File: src/rtl/spi_master_pkg.sv
// Shared definitions for the SPI master: FSM state encoding and the idle byte
// reported on q after reset.
package spi_master_pkg;

  typedef enum logic {
    IDLE  = 1'b0,
    SHIFT = 1'b1
  } spi_state_t;

  localparam logic [7:0] IDLE_BYTE = 8'hFF;

endpackage

File: src/rtl/spi_master.sv
// Byte-wide SPI mode-0 master paced by external pe/ne edge-slot enables.
// A rising edge on io starts one 8-bit transfer; q holds the last received byte.
module spi_master
  import spi_master_pkg::*;
#(
  parameter logic IDLE_MOSI = 1'b1
) (
  input  logic       clock,
  input  logic       reset,
  input  logic       ne,
  input  logic       pe,
  input  logic       io,
  input  logic [7:0] d,
  output logic [7:0] q,
  output logic       busy,
  output logic       ck,
  output logic       mosi,
  input  logic       miso
);

  spi_state_t state, state_n;
  logic       io_d;
  logic       trig;
  logic       ck_n;
  logic       mosi_n;
  logic [7:0] tx, tx_n;
  logic [7:0] rx, rx_n;
  logic [7:0] q_n;
  logic [2:0] cnt, cnt_n;

  assign trig = io && !io_d;
  assign busy = (state == SHIFT);

  always_ff @(posedge clock or posedge reset) begin
    if (reset) begin
      state <= IDLE;
      io_d  <= 1'b0;
      ck    <= 1'b0;
      mosi  <= IDLE_MOSI;
      tx    <= IDLE_BYTE;
      rx    <= '0;
      q     <= IDLE_BYTE;
      cnt   <= '0;
    end else begin
      state <= state_n;
      io_d  <= io;
      ck    <= ck_n;
      mosi  <= mosi_n;
      tx    <= tx_n;
      rx    <= rx_n;
      q     <= q_n;
      cnt   <= cnt_n;
    end
  end

  // The current ck level selects which enable is honoured, so pe and ne
  // arriving together advance exactly one half-period.
  always_comb begin
    state_n = state;
    ck_n    = ck;
    mosi_n  = mosi;
    tx_n    = tx;
    rx_n    = rx;
    q_n     = q;
    cnt_n   = cnt;
    case (state)
      IDLE: begin
        if (trig) begin
          state_n = SHIFT;
          tx_n    = d;
          mosi_n  = d[7];
          cnt_n   = '0;
          ck_n    = 1'b0;
        end
      end
      SHIFT: begin
        if (!ck) begin
          if (pe) begin
            ck_n = 1'b1;
            rx_n = {rx[6:0], miso};
          end
        end else if (ne) begin
          ck_n   = 1'b0;
          tx_n   = {tx[6:0], 1'b0};
          mosi_n = tx[6];
          cnt_n  = cnt + 3'd1;
          if (cnt == 3'd7) begin
            q_n     = rx;
            mosi_n  = IDLE_MOSI;
            state_n = IDLE;
          end
        end
      end
    endcase
  end

endmodule
File: config.mk
export PLATFORM = sky130hd
export DESIGN_NAME = spi_master
export DESIGN_NICKNAME = d
export VERILOG_FILES = /design/src/rtl/spi_master_pkg.sv /design/src/rtl/spi_master.sv
export SDC_FILE = /design/constraint.sdc
export NUM_CORES = 1
export LEC_CHECK = 0
export CORE_MARGIN = 1.5
export CORE_UTILIZATION = 50
export CTS_CLUSTER_DIAMETER = 150
export CTS_CLUSTER_SIZE = 16
export DETAILED_ROUTE_END_ITERATION = 10
export GPL_TIMING_DRIVEN = 0
export PLACE_DENSITY = 0.77
export SETUP_SLACK_MARGIN = 0.3
export SYNTH_ARGS = -nofsm -noshare
export SYNTH_HDL_FRONTEND = slang
export SYNTH_SLANG_ARGS = --single-unit
File: constraint.sdc
create_clock -name clock -period 2.49 [get_ports clock]
set_input_delay 0.498 -clock clock [delete_from_list [all_inputs] [get_ports clock]]
set_output_delay 0.498 -clock clock [all_outputs]
set_load 0.05 [all_outputs]
### Word-level counts from Yosys, hierarchy flattened

Index checks and enable logic that the tools add are counted.

* register bits: 30
* output and inout bits: 11
* logic and storage cells: 43

* $add $sub $neg: 1
* equal/unequal tests: 4
* multiplexer cells: 23
* bitwise gates (word level): 2
* reduce and logical (&&, ||, !) cells: 5

Operators with widths (number)
* $mux 7: 3
* $pmux 7 s2: 1
* $mux 1: 12
* $mux 3: 3
* $ne 2x2->1 const B: 3
* $pmux 1 s2: 3
* $pmux 3 s2: 1
* $reduce_and 3->1: 2
* $reduce_and 4->1: 1
* $add 3x1->3 const B: 1
* $eq 3x3->1 const B: 1
* $not 1->1: 2
* $logic_and 1x1->1: 1
* $logic_not 1->1: 1

### Logic depth before layout (Yosys ltp)

Gate-level depths: netlist of the first run.

* depth after elaboration: 5
* depth in mapped cells: 5
* depth with buffers taken out: 5

### Worst setup path before layout of the first run

Ideal clock, no wire load.

* kind: flip-flop to flip-flop
* start point: register state (netlist: busy)
* end point: register tx[1]
* setup time: 0.082 ns
* data arrival time: 1.556 ns
* path slack: 0.852 ns
* stages on the path, launching flop included: 4
* path buffers: 1
* period minus slack after synthesis: 1.638 ns
* cell sequence: dfrtp_1 -> buf_2 -> mux2_2 -> mux2_4

* cells in the longest elaborated chain, start to end: 3
* elaborated cells on any way between the ends: 6

Ends and longest elaborated chain
* from (decl): RTL line spi_master.sv:21 `spi_state_t state, state_n;`
* from (signal assigned): RTL line spi_master.sv:45 `state <= state_n;`
* $not 1->1
* $ne 2x2->1 (no source line)
* $reduce_and 3->1 (no source line)
* to (signal assigned): RTL line spi_master.sv:49 `tx <= tx_n;`
* to (decl): RTL line spi_master.sv:26 `logic [7:0] tx, tx_n;`

Parallel ways exist; a longest one is shown, timed or not.
A chain may end at the register's enable or synchronous reset.

### Worst setup path in the final report of the first run

* start point: register state (netlist: busy)
* end point: output port busy

RTL lines
* to (decl): RTL line spi_master.sv:15 `output logic busy,`

No word-level cell between the ends.

==> reports/metrics.yaml, run 1 <==
yosys:
  ys_seq_elements: 30
  register_area_share_after_synthesis_pct: 59.81
  synth_largest_type_area_fraction_pct: 32.62
  cells_taking_the_most_area_after_synthesis: "sky130_fd_sc_hd__dfstp_2 33%, sky130_fd_sc_hd__dfrtp_1 27%, sky130_fd_sc_hd__mux2_2 13%"
  syn-cell-area_um2: 1289
  synthesis.nets: 98
  synth.avg_cell_area_um2: 15.72
  synth_cell_types: 19
  synth_cells: 82
  yosys.area.top_type: "sky130_fd_sc_hd__dfstp_2"
  yosys_warnings: 0
floorplanning:
  initial_core_utilization_pct: 52.50
  dieArea_um2: 2891
  chipWidth_um: 53.77
  rows: 18
  core-area_um2: 2455
  floorplan.io_pins: 25
  chipHeight_um: 53.77
placed_design:
  routability_congestion_estimate_from_global_placement: 0.7037
  port-buffer-count: 24
  placement.setup.worst_slack_ns: 0.5296
  place_hpwl_mm: 1.503
global_route:
  initial_antenna_violation_count: 0
  gr-usage-all-layers_pct: 18.12
  grt_first_pass_wirelength_mm: 3.456
  gr-total-overflow: 0
  largest_net_degree_at_the_start_of_global_routing: 31
  vias_in_the_first_global_route: 749
setup_path:
  critical_path_peak_fanout: 5
  cp-end-kind: "output port"
  cp_bufs_invs: 1
  crit_path_start_kind: "flip-flop"
  cpPeakStageDelay_ns: 0.83
  cpLargestDelayFamily: "buffers and inverters"
  criticalPathCategory: "reg2out"
  cp.required_ns: 1.99
  crit_path_cell_trace: "clkdlybuf4s50_1"
  critical_path.slowest_cell: "sky130_fd_sc_hd__clkdlybuf4s50_1"
  critPathArrivalTime_ns: 1.59
finish:
  design.final.nets: 129
  layout.area.seq_um2: 770.7
  layout-drive-gt1-share_pct: 44.74
  multi_input_comb_area_um2: 486.7
  fillerInstances: 189
  syn2layout_area_growth_pct: 27.67
  antenna_cells: 0
cts:
  post_cts.resized_instances: 1
  cts-buffers-inserted: 5
  cts_hold_buffers: 0
  cts.path.max_buffers: 2
  post_cts_buffers: 0
  worstSkewPairLatency_ns: 0.33
  clock_sink_count: 30
  cts_tree: "built"
  clkSlewWorstSetupHoldPaths_ns: 0.10
  cts_htree_levels: 2
  clock_tree.root_cell: "sky130_fd_sc_hd__clkbuf_4"
sta:
  rsz0062_at_grt: "false"
  max-slew-margin-rel_pct: 27.80
  fmax_ghz: 0.4780
  totalNegativeSetupSlack_ns: 0
  min_tclk_post_route_ns: 2.092
  final-setup-viol-count: 0
  finalClockSkew_ns: 0.01526
  finalMaxSlewViolations: 0
  worstMarginPinSlew_ns: 1.082
  hold_violations: 0
  min_period_over_period_pct: 84.01
  postLayoutSetupSlackWorst_ns: 0.3980
route:
  detailroute.via_count: 746
  drt-pass1-iter-count: 3
  drt_iter0_markers: 7
  antenna_left: 0
  routed_wirelength_mm: 2.156
  drc: 0
  drt-wirelength-per-cell_um: 14.97
  post_drt_via_cell_ratio: 5.181
power_and_ir_drop:
  total_leakage_power_nw: 0.8543
  max-vdd-ir-drop_mv: 0.7243
  power.density_nw_per_um2: 1199
  power_mw: 1.973
flow_run:
  max-cap-violations: 0
worst_hold_path:
  min-delay-path-class: "reg2reg"
status:
  outcome: "complete, no violations"
cell type report:
cell class / count / area share (%)
tap: 30 / 2.281
inverter: 2 / 0.4563
timing repair buffer: 24 / 15.74
clock buffer: 7 / 3.346
buffer: 3 / 1.445
multi-input combinational: 47 / 29.58
sequential: 30 / 46.84
clock inverter: 1 / 0.3042
registers in the layout, summed over array words and instances (netlist names):
name  flops
busy      1
ck        1
cnt       3
io_d      1
mosi      1
q         8
rx        8
tx        7
worst paths after layout:
check | start | cells after the start | end | slack [ns]
worst min register to register | rx[7]$_DFFE_PP0P_ | 1 | q[7]$_DFFE_PP1P_ | 0.51
worst max register to register | busy$_DFF_PP0_ | 5 | tx[5]$_DFFE_PP1P_ | 0.99
min in group asynchronous | reset | 2 | io_d$_DFF_PP0_ | 0.73
worst min-delay path | rx[7]$_DFFE_PP0P_ | 1 | q[7]$_DFFE_PP1P_ | 0.51
worst max-delay path | busy$_DFF_PP0_ | 1 | busy | 0.40
max in group asynchronous | reset | 2 | ck$_DFFE_PP0P_ | 1.10
logic make-up after synthesis:
group / count (synthesis) / share of synthesized area, %
AO/OA/AOI/OAI: 7 / 3.593
adder cells (fa/ha/maj): 2 / 1.941
buffers and inverters: 5 / 2.427
flip-flops: 30 / 59.81
multiplexers: 30 / 27.96
AND/OR/NAND/NOR: 8 / 4.272
report_power, final:
group / internal (mW) / switching, mW
combinational: 0.394 / 0.428
clock: 0.137 / 0.170
sequential: 0.735 / 0.110
total: 1.27 / 0.708
routing by layer:
| metal | vias up | wire (um) | GRT usage (%) |
|---|---|---|---|
| met5 | - | 0 | 0 |
| met4 | 0 | 47 | 8.974 |
| met3 | 5 | 112 | 8.333 |
| met2 | 16 | 1048 | 27.44 |
| met1 | 367 | 947 | 21.68 |
| li1 | 358 | - | - |
synthesized netlist by cell type:
library cell,count
sky130_fd_sc_hd__a21oi_1,4
sky130_fd_sc_hd__a22o_1,3
sky130_fd_sc_hd__and3_1,1
sky130_fd_sc_hd__buf_2,1
sky130_fd_sc_hd__buf_4,1
sky130_fd_sc_hd__buf_6,1
sky130_fd_sc_hd__dfrtp_1,14
sky130_fd_sc_hd__dfstp_2,16
sky130_fd_sc_hd__ha_1,2
sky130_fd_sc_hd__inv_1,2
sky130_fd_sc_hd__mux2_1,9
sky130_fd_sc_hd__mux2_2,15
sky130_fd_sc_hd__mux2_4,6
sky130_fd_sc_hd__nand2_2,1
sky130_fd_sc_hd__nand3b_2,1
sky130_fd_sc_hd__nor2_1,2
sky130_fd_sc_hd__nor2_2,1
sky130_fd_sc_hd__nor3_1,1
sky130_fd_sc_hd__nor3b_2,1
through the flow:
stage	hold WS, ns	instance area (um2)	instances	utilization, %
2_1_floorplan	0.4539	1289	82	-
3_3_place_gp	0.4713	1567	136	63.81
3_5_place_dp	0.4963	1567	136	63.81
4_1_cts	0.5157	1625	144	66.21
5_1_grt	0.5263	1645	144	67.02
6_report	0.5081	1645	144	67.02
layout by cell type (no fill, tap or decap), types with 3 or more instances in the layout:
cell type                          n
sky130_fd_sc_hd__a21oi_1           4
sky130_fd_sc_hd__a22o_1            3
sky130_fd_sc_hd__clkbuf_4          5
sky130_fd_sc_hd__clkdlybuf4s50_1  15
sky130_fd_sc_hd__dfrtp_1          14
sky130_fd_sc_hd__dfstp_2          16
sky130_fd_sc_hd__dlymetal6s2s_1    8
sky130_fd_sc_hd__mux2_1            9
sky130_fd_sc_hd__mux2_2           15
sky130_fd_sc_hd__mux2_4            6
No activity file was read; power rests on OpenSTA's default activity.
==> run 2: changes to the inputs <==
--- a/config.mk
+++ b/config.mk
@@ -6,12 +6,12 @@
 export NUM_CORES = 1
 export LEC_CHECK = 0
 export CORE_MARGIN = 1.5
-export CORE_UTILIZATION = 50
+export CORE_UTILIZATION = 45
 export CTS_CLUSTER_DIAMETER = 150
 export CTS_CLUSTER_SIZE = 16
 export DETAILED_ROUTE_END_ITERATION = 10
 export GPL_TIMING_DRIVEN = 0
-export PLACE_DENSITY = 0.77
+export PLACE_DENSITY = 0.74
 export SETUP_SLACK_MARGIN = 0.3
 export SYNTH_ARGS = -nofsm -noshare
 export SYNTH_HDL_FRONTEND = slang
==> constraint.sdc (replaced) <==
create_clock -name clock -period 1.77 [get_ports clock]
set_input_delay 0.354 -clock clock [delete_from_list [all_inputs] [get_ports clock]]
set_output_delay 0.354 -clock clock [all_outputs]
set_load 0.05 [all_outputs]
==> run 2 against run 1 <==
- sequential cell count is the same
- clock power grew 65%
- die area grew 10%
- largest power group unchanged
- clock skew shrank 0.0083 ns
- core utilization shrank 6.0 points
- clock-buffer cell count grew 1
==> reports/metrics.yaml, run 2 (synthesis gave the netlist of run 1 again) <==
finish:
  layout-drive-gt1-share_pct: 58.26  # +14 points
  layout_common_cells: "16 x sky130_fd_sc_hd__dfstp_2, 15 x sky130_fd_sc_hd__mux2_2, 13 x sky130_fd_sc_hd__clkdlybuf4s50_1, 12 x sky130_fd_sc_hd__dfrtp_1"
  design.final.nets: 130  # +0.78%
  layout.cells.most_common: "sky130_fd_sc_hd__dfstp_2"
  reg_top3: "q x8, rx x8, tx x7"
  final_design_area_no_fill_um2: 1669  # +1.4%
  syn2layout_area_growth_pct: 29.51
  layoutNonFillerInstCount: 146  # +1.4%
  utilization_pct: 61.05  # -6.0 points
  antenna_cells: 0  # unchanged
placed_design:
  port-buffer-count: 24  # unchanged
  placed_cells_incl_taps: 137  # +0.74%
  place_hpwl_mm: 1.423  # -5.3%
  routability_congestion_estimate_from_global_placement: 0.6783  # -3.6%
  placed_cell_area_um2: 1575  # +0.56%
sta:
  min_tclk_post_route_ns: 1.481
  min_period_over_period_pct: 83.66
  worstMarginPinSlew_ns: 0.6298  # -0.4519 ns
  finalMaxSlewViolations: 0  # unchanged
  finalClockSkew_ns: 0.006945  # -0.008319 ns
  hold_violations: 0  # unchanged
  final-setup-viol-count: 0  # unchanged
  max-slew-margin-rel_pct: 57.92  # +30 points
  final.hold.worst_slack_ns: 0.4540  # -0.05411 ns
  fmax_ghz: 0.6753
  rsz0062_at_grt: "true"
floorplanning:
  floorplan.io_pins: 25  # unchanged
  dieArea_um2: 3194  # +10%
  initial_core_utilization_pct: 47.14  # -5.4 points
  chipHeight_um: 56.52  # +5.1%
  rows: 19  # +1
  chipWidth_um: 56.52  # +5.1%
  core-area_um2: 2734  # +11%
cts:
  worstSkewPairLatency_ns: 0.33  # about the same
  cts_htree_levels: 2  # unchanged
  clkSlewWorstSetupHoldPaths_ns: 0.10  # about the same
  cts_hold_buffers: 0  # unchanged
  clock_sink_count: 30  # unchanged
  cts.path.max_buffers: 2  # unchanged
  clock_tree.root_cell: "sky130_fd_sc_hd__clkbuf_4"
  post_cts_buffers: 0  # unchanged
  cts-buffers-inserted: 5  # unchanged
  cts_tree: "built"
power_and_ir_drop:
  max-vdd-ir-drop_mv: 1.328  # +83%
  power.density_nw_per_um2: 1729  # +44%
  internal_power_mw: 1.881  # +49%
  p_comb_share_pct: 41.2  # -0.4 points
  total_leakage_power_nw: 0.7710  # -9.8%
  net-switching-power_mw: 1.004  # +42%
  seq_power_share_pct: 41.3  # -1.5 points
  power.clock.fraction_pct: 17.5  # +2.0 points
  power_mw: 2.885  # +46%
  switching_share_pct: 34.81  # -1.1 points
global_route:
  initial_antenna_violation_count: 0  # unchanged
  vias_in_the_first_global_route: 783  # +4.5%
  gr-usage-all-layers_pct: 15.03  # -3.1 points
  largest_net_degree_at_the_start_of_global_routing: 31  # unchanged
  grt_first_pass_wirelength_mm: 3.519  # +1.8%
  gr-total-overflow: 0  # unchanged
setup_path:
  critPathArrivalTime_ns: 1.70  # +0.11 ns
  worst_r2r_path_cells: 5  # unchanged
  critical_path.slowest_cell: "sky130_fd_sc_hd__clkdlybuf4s50_1"
  cp.required_ns: 1.99  # about the same
  cp-end-kind: "flip-flop"
  criticalPathCategory: "in2reg"
  cp_bufs_invs: 2  # +1
  wp_depth: 5  # +4
  crit_path_cell_trace: "clkdlybuf4s50_1 -> nor3b_4 -> nor2_4 -> clkbuf_16 -> mux2_2"
  critical_path_peak_fanout: 5  # unchanged
  endpoint_of_the_worst_register_to_register_path: "tx[4]$_DFFE_PP1P_"
  reg2reg_setup_slack_ns: 0.34  # -0.65 ns
  cpPeakStageDelay_ns: 0.52  # -0.31 ns
  crit_path_start_kind: "input pin"
  cpLargestDelayFamily: "buffers and inverters"
  reg2reg_from: "busy$_DFF_PP0_"
route:
  drt-pass1-iter-count: 4  # +1
  drt-wirelength-per-cell_um: 14.75  # -1.5%
  post_drt_via_cell_ratio: 5.253  # +1.4%
  detailroute.via_count: 767  # +2.8%
  drc: 0  # unchanged
  drt_iter0_markers: 10  # +3
  routed_wirelength_mm: 2.154  # about the same
  antenna_left: 0  # unchanged
worst_hold_path:
  min-delay-path-class: "in2async"
status:
  outcome: "complete, no violations"
flow_run:
  max-cap-violations: 0  # unchanged
==> run 2: layout make-up <==
type                       count  area [um2]
inverter                       2       11.26
timing repair buffer          25       232.7
sequential                    30       773.2
clock buffer                   8       78.83
fill                         233        1065
buffer                         3       31.28
tap                           31       38.79
multi-input combinational     47       503.0
==> run 2: metrics by stage <==
step / setup WS [ns] / setup TNS [ns]
floorplan: 0.3010 / 0
global placement: -0.03874 / -0.2169
detailed placement: -0.06313 / -0.3738
CTS: 0.2835 / 0
global route: 0.2779 / 0
finish: 0.2892 / 0
==> run 2: power groups by stage <==
stage                     sequential, mW  clock, mW  combinational, mW
after global placement              1.20          0               1.15
after global routing                1.24      0.558               1.27
final                               1.19      0.506               1.19
after CTS                           1.20      0.517               1.13
after detailed placement            1.21          0               1.17
after floorplan                     1.50          0              0.567
==> run 2: worst max path at each step <==
stage                              end             start  slack (ns)
floorplan            tx[1]$_DFFE_PP1P_    busy$_DFF_PP0_        0.30
global placement    cnt[0]$_DFFE_PP0P_                io       -0.04
detailed placement      busy$_DFF_PP0_             reset       -0.06
CTS                               q[4]  q[4]$_DFFE_PP1P_        0.28
global route        cnt[0]$_DFFE_PP0P_                io        0.28
finish              cnt[0]$_DFFE_PP0P_                io        0.29
==> run 2: what timing repair did <==
item	4_1_cts	5_1_grt
endpoints found under the setup margin	11	19
gates resized for setup	61	9
cloned	0	1
==> run 2: worst reg2reg max path: cells and delay by family, from the launching register on <==
family	cells	cell delay, ns
DFF	1	0.46
and+or+nand+nor	2	0.31
buffers and inverters	2	0.31
muxes	1	0.29
==> run 2: metal layers <==
layer | global-route usage [%] | share of wire [%] | up-vias | wire length (um)
met5 | 0 | 0 | - | 0
met4 | 6.122 | 1.8 | 0 | 38
li1 | - | - | 356 | -
met3 | 7.834 | 7.6 | 6 | 163
met1 | 19.03 | 44 | 382 | 944
met2 | 21.59 | 47 | 23 | 1007
